==> config.mk <==
export PLATFORM = sky130hd
export DESIGN_NAME = cache_perf_counters
export DESIGN_NICKNAME = d
export VERILOG_FILES = /design/src/rtl/cache_perf_counters.sv
export SDC_FILE = /design/constraint.sdc
export NUM_CORES = 1
export LEC_CHECK = 0
export CAP_MARGIN = 10
export CORE_MARGIN = 2
export CORE_UTILIZATION = 40
export DETAILED_ROUTE_END_ITERATION = 12
export DONT_BUFFER_PORTS = 1
export GPL_TIMING_DRIVEN = 0
export SYNTH_ARGS = -nofsm -noshare
export SYNTH_HDL_FRONTEND = slang
export SYNTH_SLANG_ARGS = --single-unit
==> constraint.sdc <==
create_clock -name clk -period 3.9 [get_ports clk]
set_input_delay 0.195 -clock clk [delete_from_list [all_inputs] [get_ports clk]]
set_output_delay 0.195 -clock clk [all_outputs]
set_load 0.01 [all_outputs]
==> src/rtl/cache_perf_counters.sv <==
// Cache statistics collector for the L2, I-cache and D-cache controllers.
// Each cache has a small classifier that turns a request into exactly one
// hit or one miss event. Events feed six saturating 16-bit counters, each
// cleared by a committed store to its address in the 16'hFFF0..16'hFFF5 window.
//
// Handshake: a controller raises req and holds it until resp; resp and miss
// are sampled only on rising clk edges, there is no back-pressure toward the
// controllers, and a request is resolved once (hit, miss, or abort when req
// drops with no outcome).

module cache_perf_classifier (
  input  logic       clk,
  input  logic       reset_n,
  input  logic       req,
  input  logic       resp,
  input  logic       miss,
  output logic       hit_evt,
  output logic       miss_evt,
  output logic [1:0] state
);

  typedef enum logic [1:0] {
    IDLE    = 2'd0,
    PENDING = 2'd1,
    MISS    = 2'd2
  } cls_state_e;

  cls_state_e state_q;
  cls_state_e state_d;

  // State register; reset abandons any in-flight request without counting it.
  always_ff @(posedge clk or negedge reset_n) begin
    if (!reset_n) begin
      state_q <= IDLE;
    end else begin
      state_q <= state_d;
    end
  end

  // Next-state and one-shot event decode; a long miss is counted only once.
  always_comb begin
    state_d  = state_q;
    hit_evt  = 1'b0;
    miss_evt = 1'b0;
    case (state_q)
      IDLE: begin
        if (req) begin
          if (miss) begin
            miss_evt = 1'b1;
            state_d  = resp ? IDLE : MISS;
          end else if (resp) begin
            hit_evt = 1'b1;
          end else begin
            state_d = PENDING;
          end
        end
      end
      PENDING: begin
        if (miss) begin
          miss_evt = 1'b1;
          state_d  = resp ? IDLE : MISS;
        end else if (resp) begin
          hit_evt = 1'b1;
          state_d = IDLE;
        end else if (!req) begin
          state_d = IDLE;
        end
      end
      MISS: begin
        if (resp || !req) begin
          state_d = IDLE;
        end
      end
      default: begin
        state_d = IDLE;
      end
    endcase
  end

  assign state = state_q;

endmodule

module cache_perf_counters (
  input  logic        clk,
  input  logic        reset_n,
  input  logic        l2_req,
  input  logic        icache_req,
  input  logic        dcache_req,
  input  logic        l2_resp,
  input  logic        icache_resp,
  input  logic        dcache_resp,
  input  logic        l2_miss,
  input  logic        icache_miss,
  input  logic        dcache_miss,
  input  logic [15:0] mem_address,
  input  logic        clear_write,
  output logic [15:0] l2_miss_counter,
  output logic [15:0] l2_hit_counter,
  output logic [15:0] icache_miss_counter,
  output logic [15:0] icache_hit_counter,
  output logic [15:0] dcache_miss_counter,
  output logic [15:0] dcache_hit_counter,
  output logic [5:0]  saturated,
  output logic [5:0]  dbg_state
);

  // Counter index i matches the clear address 16'hFFF0 + i:
  // 0 l2_miss, 1 l2_hit, 2 icache_miss, 3 icache_hit, 4 dcache_miss, 5 dcache_hit.
  logic [5:0]  inc;
  logic [5:0]  clr;
  logic [5:0]  sat_q;
  logic [15:0] cnt_q [6];

  logic [1:0]  l2_state;
  logic [1:0]  ic_state;
  logic [1:0]  dc_state;

  cache_perf_classifier u_l2_cls (
    .clk      (clk),
    .reset_n  (reset_n),
    .req      (l2_req),
    .resp     (l2_resp),
    .miss     (l2_miss),
    .hit_evt  (inc[1]),
    .miss_evt (inc[0]),
    .state    (l2_state)
  );

  cache_perf_classifier u_ic_cls (
    .clk      (clk),
    .reset_n  (reset_n),
    .req      (icache_req),
    .resp     (icache_resp),
    .miss     (icache_miss),
    .hit_evt  (inc[3]),
    .miss_evt (inc[2]),
    .state    (ic_state)
  );

  cache_perf_classifier u_dc_cls (
    .clk      (clk),
    .reset_n  (reset_n),
    .req      (dcache_req),
    .resp     (dcache_resp),
    .miss     (dcache_miss),
    .hit_evt  (inc[5]),
    .miss_evt (inc[4]),
    .state    (dc_state)
  );

  // Decode the committed store address into one clear strobe per counter.
  always_comb begin
    clr = '0;
    for (int i = 0; i < 6; i++) begin
      clr[i] = clear_write && (mem_address == (16'hFFF0 + 16'(i)));
    end
  end

  for (genvar i = 0; i < 6; i++) begin : g_cnt
    // Saturating counter; a clear wins over a same-cycle event and drops it.
    always_ff @(posedge clk or negedge reset_n) begin
      if (!reset_n) begin
        cnt_q[i] <= '0;
        sat_q[i] <= 1'b0;
      end else if (clr[i]) begin
        cnt_q[i] <= '0;
        sat_q[i] <= 1'b0;
      end else if (inc[i]) begin
        if (cnt_q[i] == 16'hFFFF) begin
          sat_q[i] <= 1'b1;
        end else begin
          cnt_q[i] <= cnt_q[i] + 16'd1;
        end
      end
    end
  end

  assign l2_miss_counter     = cnt_q[0];
  assign l2_hit_counter      = cnt_q[1];
  assign icache_miss_counter = cnt_q[2];
  assign icache_hit_counter  = cnt_q[3];
  assign dcache_miss_counter = cnt_q[4];
  assign dcache_hit_counter  = cnt_q[5];

  // Flag bits run opposite to the counter index: bit 0 is dcache_hit,
  // bit 2 icache_hit, bit 5 l2_miss.
  assign saturated = {sat_q[0], sat_q[1], sat_q[2], sat_q[3], sat_q[4], sat_q[5]};

  // Classifier states for debug: {dcache, icache, l2}, 0 idle, 1 pending, 2 miss.
  assign dbg_state = {dc_state, ic_state, l2_state};

endmodule
Yosys cells after proc, flatten, opt, wreduce, memory -nomap -nowiden
Cells that the tools add are included.

Reduce and logical (&&, ||, !) cells: 42. Add/subtract/negate cells: 6. Muxes and demuxes: 84. Eq/ne operators: 36.

Operator list (number): $mux W16 (18); $eq A16 B16 Y1 const B (12); $add A16 B1 Y16 const B (6); $mux W2 (24); $mux W1 (33); $reduce_and A2 Y1 (12); $reduce_bool A2 Y1 (12); $ne A2 B2 Y1 const B (9); $pmux W2 S3 (3); $ne A4 B4 Y1 const B (3); $pmux W1 S2 (6); $reduce_and A4 Y1 (3); $ne A3 B3 Y1 const B (3); $eq A2 B1 Y1 const B (3); $eq A2 B2 Y1 const B (3); $logic_and A1 B1 Y1 (6); $logic_not A2 Y1 (3); $ne A2 B1 Y1 const B (3); $logic_not A1 Y1 (3); $logic_or A1 B1 Y1 (3).

Input bits: 28. Register bits after elaboration: 108. Word-level logic and storage cells: 183.

Depth between registers and ports, before layout
Depth in word-level cells: 6. Depth in mapped cells: 6. Mapped depth without buffers: 5.

Modules after synthesis
A second synthesis with hierarchy kept.

Cell total of the unflattened synthesis: 594. Area total of the unflattened synthesis: 5713.0 um^2.

By module, submodules not included: cache_perf_counters (instances 1, cells an instance 570, area each 5416.4 um^2); cache_perf_classifier (instances 3, cells an instance 8, area each 98.8 um^2).

Least setup slack after synthesis
No wires, ideal clock.

Kind: reg2reg. From: reg cnt_q (netlist bit dcache_miss_counter[2]). To: reg cnt_q (netlist bit dcache_miss_counter[9]). Path slack: 1.998 ns. Period minus slack after synthesis: 1.902 ns. Stages on the path, launching flop included: 6. Required time: 3.822 ns. Data arrival time: 1.824 ns. Buffers on the path: 1. Cells stage by stage: dfrtp_1 -> nand4_2 -> or4_1 -> buf_2 -> or4_1 -> a21oi_1.

Cells in the longest elaborated chain, start to end: 4.

Ends and longest elaborated chain: from (decl) (line 113) `logic [15:0] cnt_q [6];`; from (signal, indexed assignment) (line 173) `cnt_q[i] <= cnt_q[i] + 16'd1;`; $add A16 B1 Y16 (line 173); $mux W16 (line 170) `if (cnt_q[i] == 16'hFFFF) begin`; $mux W16 (line 169) `end else if (inc[i]) begin`; $mux W16 (line 166) `end else if (clr[i]) begin`.

Several ways; a longest one is shown, not always the timed one. The select of a mux whose other input is x is not followed. A chain may end at the register's enable or synchronous reset.

Final worst setup path
From: reg cnt_q (netlist bit l2_hit_counter[2]). To: reg cnt_q (netlist bit l2_hit_counter[1]).

Cells in the longest elaborated chain, start to end: 3.

Ends and longest elaborated chain (line): $eq A16 B16 Y1 (170); $ne A2 B2 Y1 (no line); $reduce_and A2 Y1 (no line).

No other way between the ends.

==> impl_metrics.env <==
export IMPL_placed_area_um2=6410
export IMPL_crit_arrival_ns=2.60
export IMPL_detailed_place_hpwl_um=12000
export IMPL_initial_core_util=0.408
export IMPL_drv_max_cap_violation_count=0
export IMPL_antenna_cells_inserted=0
export IMPL_path_class_of_the_lowest_slack_min_delay_path="in2reg"
export IMPL_clock_sinks=108
export IMPL_io_pins=136
export IMPL_placement_rows=45
export IMPL_crit_path_end_kind="flip-flop"
export IMPL_p_int_mw=1.89
export IMPL_multi_input_comb_area_um2=3320
export IMPL_synthesis_instances=672
export IMPL_htreeDepth=3
export IMPL_switchingPower_uw=873
export IMPL_avgSynthCellArea_um2=9.16
export IMPL_setup_viol_count_final=0
export IMPL_layout_cell_area_non_filler_um2=6810
export IMPL_globalRouteMet1Util=0.254
export IMPL_core_um2=15100
export IMPL_routed_antenna_nets=0
export IMPL_grt_antenna_before_repair=0
export IMPL_share_of_the_clock_period_used_by_the_worst_path=0.613
export IMPL_rsz0062_at_grt="false"
export IMPL_fmax_ghz=0.418
export IMPL_power_density_nw_per_um2=406
export IMPL_finalClockSkew_ns=0.00680
export IMPL_num_vias=5823
export IMPL_gpl_final_weighted_congestion=0.845
export IMPL_grt_pass1_wl_um=26900
export IMPL_register_area_um2=2700
export IMPL_totalNegativeSetupSlack_ns=0
export IMPL_syn_cell_area_um2=6150
export IMPL_switching_share=0.316
export IMPL_criticalPathCategory="reg2reg"
export IMPL_fillers=1461
export IMPL_grt_use_total=0.201
export IMPL_grt_start_max_net_pins=109
export IMPL_clkPwrFrac=0.322
export IMPL_max_vdd_ir_drop_v=0.000219
export IMPL_clock_tree_root_cell="clkbuf_16"
export IMPL_clkLatencyLatePin_ns=0.35
export IMPL_layout_min_cycle_time_ns=2.39
export IMPL_wire_per_inst_um=18.9
export IMPL_worst_setup_hold_path_clk_slew_ns=0.07
export IMPL_nNetsFinal=730
export IMPL_dieWidth_um=128
export IMPL_port_buffers=0
export IMPL_syn_to_final_growth_pct=10.7
export IMPL_max_clock_path_buffers=2
export IMPL_synthesis_yosys_warnings=0
export IMPL_outcome="completed"
export IMPL_pre_antenna_drt_iters=5
export IMPL_cts_buffers=9
export IMPL_gr_total_overflow=0
export IMPL_synth_yosys_seq_area_share=0.439
export IMPL_pwr_share_comb=0.127
export IMPL_drcViolationCount=0
export IMPL_place_worst_setup_slack_ns=1.47
export IMPL_layout_cells_sized_above_1=0.0499
export IMPL_global_route_usage_met2=0.337
export IMPL_cts_tree="built"
export IMPL_ys_types=41
export IMPL_worst_slew_margin_rel=0.251
export IMPL_grt_busiest_layer="met2"
export IMPL_per_cell_via_count_in_the_routed_design=6.55
export IMPL_grtUsageMet3=0.0480
export IMPL_seqPwrFrac=0.551
export IMPL_critPathLaunchType="flip-flop"
export IMPL_route_final_wire_length_um=16800
export IMPL_p_leak_nw=2.46
export IMPL_report_final_hold_viol_count=0
export IMPL_postSynthNetCount=706
export IMPL_crit_required_ns=4.11
export IMPL_report_final_slew_viol_count=0
export IMPL_utilization=0.451
export IMPL_worstPathMaxFanout=10
export IMPL_tightest_slew_ns=1.11
export IMPL_die_h_um=128
export IMPL_detailedRoute_firstIterationViolations=382
export IMPL_synth_seq_cells=108
export IMPL_first_global_vias=5427
export IMPL_post_route_worst_setup_slack_ns=1.51
export IMPL_dieArea_um2=16400
state kept, by name, summed over array words and instances, names as in the netlist:
signal and count:
u_dc_cls.state 2, dcache_hit_counter 16, icache_hit_counter 16, dcache_miss_counter 16, icache_miss_counter 16, l2_hit_counter 16
u_l2_cls.state 2, u_ic_cls.state 2, saturated 6, l2_miss_counter 16
layer usage:
layer  wire [um]  vias to the layer above  share of wire
met2        8240                      160           0.49
li1            -                     2731              -
met4         282                        0          0.017
met5           0                        -              0
met1        7160                     2913           0.43
met3        1130                       19          0.067
cell usage in the layout (no fill, tap or decap), types with 2 or more instances in the layout:
| master | Yosys | final |
|---|---|---|
| nor2_1 | 19 | 19 |
| or3b_2 | 4 | 4 |
| a21oi_1 | 79 | 79 |
| dfrtp_1 | 108 | 108 |
| mux2i_1 | 18 | 18 |
| a2111oi_0 | 2 | 2 |
| buf_2 | 3 | 5 |
| o41ai_1 | 2 | 2 |
| and4b_1 | 3 | 3 |
| and2_1 | 7 | 7 |
| nor4_1 | 24 | 24 |
| o221ai_1 | 2 | 2 |
| nand4_1 | 35 | 35 |
| and3_1 | 13 | 13 |
| clkbuf_1 | 19 | 22 |
| nand2_1 | 33 | 33 |
| nand4b_1 | 3 | 3 |
| o21ai_0 | 53 | 53 |
| o22a_1 | 4 | 4 |
| nor3_1 | 14 | 14 |
| nor4b_1 | 2 | 2 |
| dlygate4sd3_1 | 0 | 9 |
| ha_1 | 6 | 6 |
| inv_1 | 11 | 11 |
| o21bai_1 | 16 | 16 |
| clkbuf_8 | 0 | 3 |
| o31ai_1 | 48 | 48 |
| and4_1 | 14 | 14 |
| nand2b_1 | 5 | 5 |
| nor2b_1 | 2 | 2 |
| or3_1 | 26 | 26 |
| nor3b_1 | 3 | 3 |
| clkbuf_16 | 0 | 9 |
| nand3_1 | 33 | 33 |
| or2_2 | 10 | 10 |
| or4_1 | 43 | 43 |
cell usage after synthesis:
library cell / n / area share
a2111oi_0: 2 / 0.0028
a21oi_1: 79 / 0.064
a31oi_1: 1 / 0.0010
and2_1: 7 / 0.0071
and3_1: 13 / 0.013
and4_1: 14 / 0.020
and4b_1: 3 / 0.0049
buf_2: 3 / 0.0024
clkbuf_1: 19 / 0.012
dfrtp_1: 108 / 0.44
ha_1: 6 / 0.012
inv_1: 11 / 0.0067
mux2i_1: 18 / 0.029
nand2_1: 33 / 0.020
nand2b_1: 5 / 0.0051
nand3_1: 33 / 0.027
nand3b_1: 1 / 0.0012
nand4_1: 35 / 0.036
nand4_2: 1 / 0.0020
nand4b_1: 3 / 0.0043
nor2_1: 19 / 0.012
nor2b_1: 2 / 0.0020
nor3_1: 14 / 0.011
nor3b_1: 3 / 0.0037
nor4_1: 24 / 0.024
nor4b_1: 2 / 0.0028
nor4bb_1: 1 / 0.0016
o211ai_1: 1 / 0.0012
o21ai_0: 53 / 0.043
o21bai_1: 16 / 0.020
o221ai_1: 2 / 0.0028
o22a_1: 4 / 0.0057
o31a_1: 1 / 0.0014
o31ai_1: 48 / 0.059
o41ai_1: 2 / 0.0028
or2_0: 1 / 0.0010
or2_2: 10 / 0.010
or3_1: 26 / 0.026
or3b_2: 4 / 0.0057
or4_1: 43 / 0.052
or4b_1: 1 / 0.0016
cell type report:
cell class	instances	area share
Multi-Input combinational cell	531	0.488
Timing Repair Buffer	13	0.0202
Inverter	11	0.00606
Sequential cell	108	0.397
Tap cell	188	0.0345
Clock buffer	15	0.0408
Clock inverter	1	0.000735
Buffer	22	0.0127
critical path, stage by stage (launching register included):
cell      delay, ns
dfrtp_1        0.49
nand4_1        0.28
nor4_1         0.92
buf_2          0.37
nand3b_1       0.13
a21oi_1        0.06
worst paths after layout:
check	start	end	slack [ns]	depth (start not counted)
worst max-delay path	l2_hit_counter[2]	l2_hit_counter[1]	1.51	5
worst min-delay path	icache_miss	u_ic_cls.state[1]	0.02	2
worst max register to register	l2_hit_counter[2]	l2_hit_counter[1]	1.51	5
worst min register to register	saturated[3]	saturated[3]	0.58	2
max in group asynchronous	reset_n	l2_hit_counter[2]	3.03	2
min in group asynchronous	reset_n	u_dc_cls.state[1]	0.45	2
power groups by stage:
stage / sequential (mW) / clock [mW] / combinational [mW]
final: 1.52 / 0.890 / 0.352
after floorplan: 1.48 / 0 / 0.259
after detailed placement: 1.54 / 0 / 0.316
after CTS: 1.52 / 0.917 / 0.355
after global routing: 1.55 / 0.961 / 0.409
after global placement: 1.54 / 0 / 0.301
logic make-up (layout without fill, tap and decap cells):
logic type	Yosys count	in the layout	synth area share
simple gates	298	298	0.295
compound gates	209	209	0.203
flops	108	108	0.439
buf+inv	33	62	0.0207
mux	18	18	0.0293
fa+ha+maj	6	6	0.0122
metrics by stage:
step	power [mW]	instances	hold slack, ns
after global routing	2.92	889	0.0639
final	2.76	889	0.0192
after detailed placement	1.86	863	-0.0968
after CTS	2.79	889	0.0122
after global placement	1.84	860	-0.0963
after floorplan	1.74	672	-0.101
timing repair:
item	4_1_cts	5_1_grt
endpoints found under the setup margin	0	0
setup buffers	0	0
resized for setup	0	0
endpoints found under the hold margin	114	0
hold buffers	10	0
Note: power is estimated with default switching activity, not from simulation.
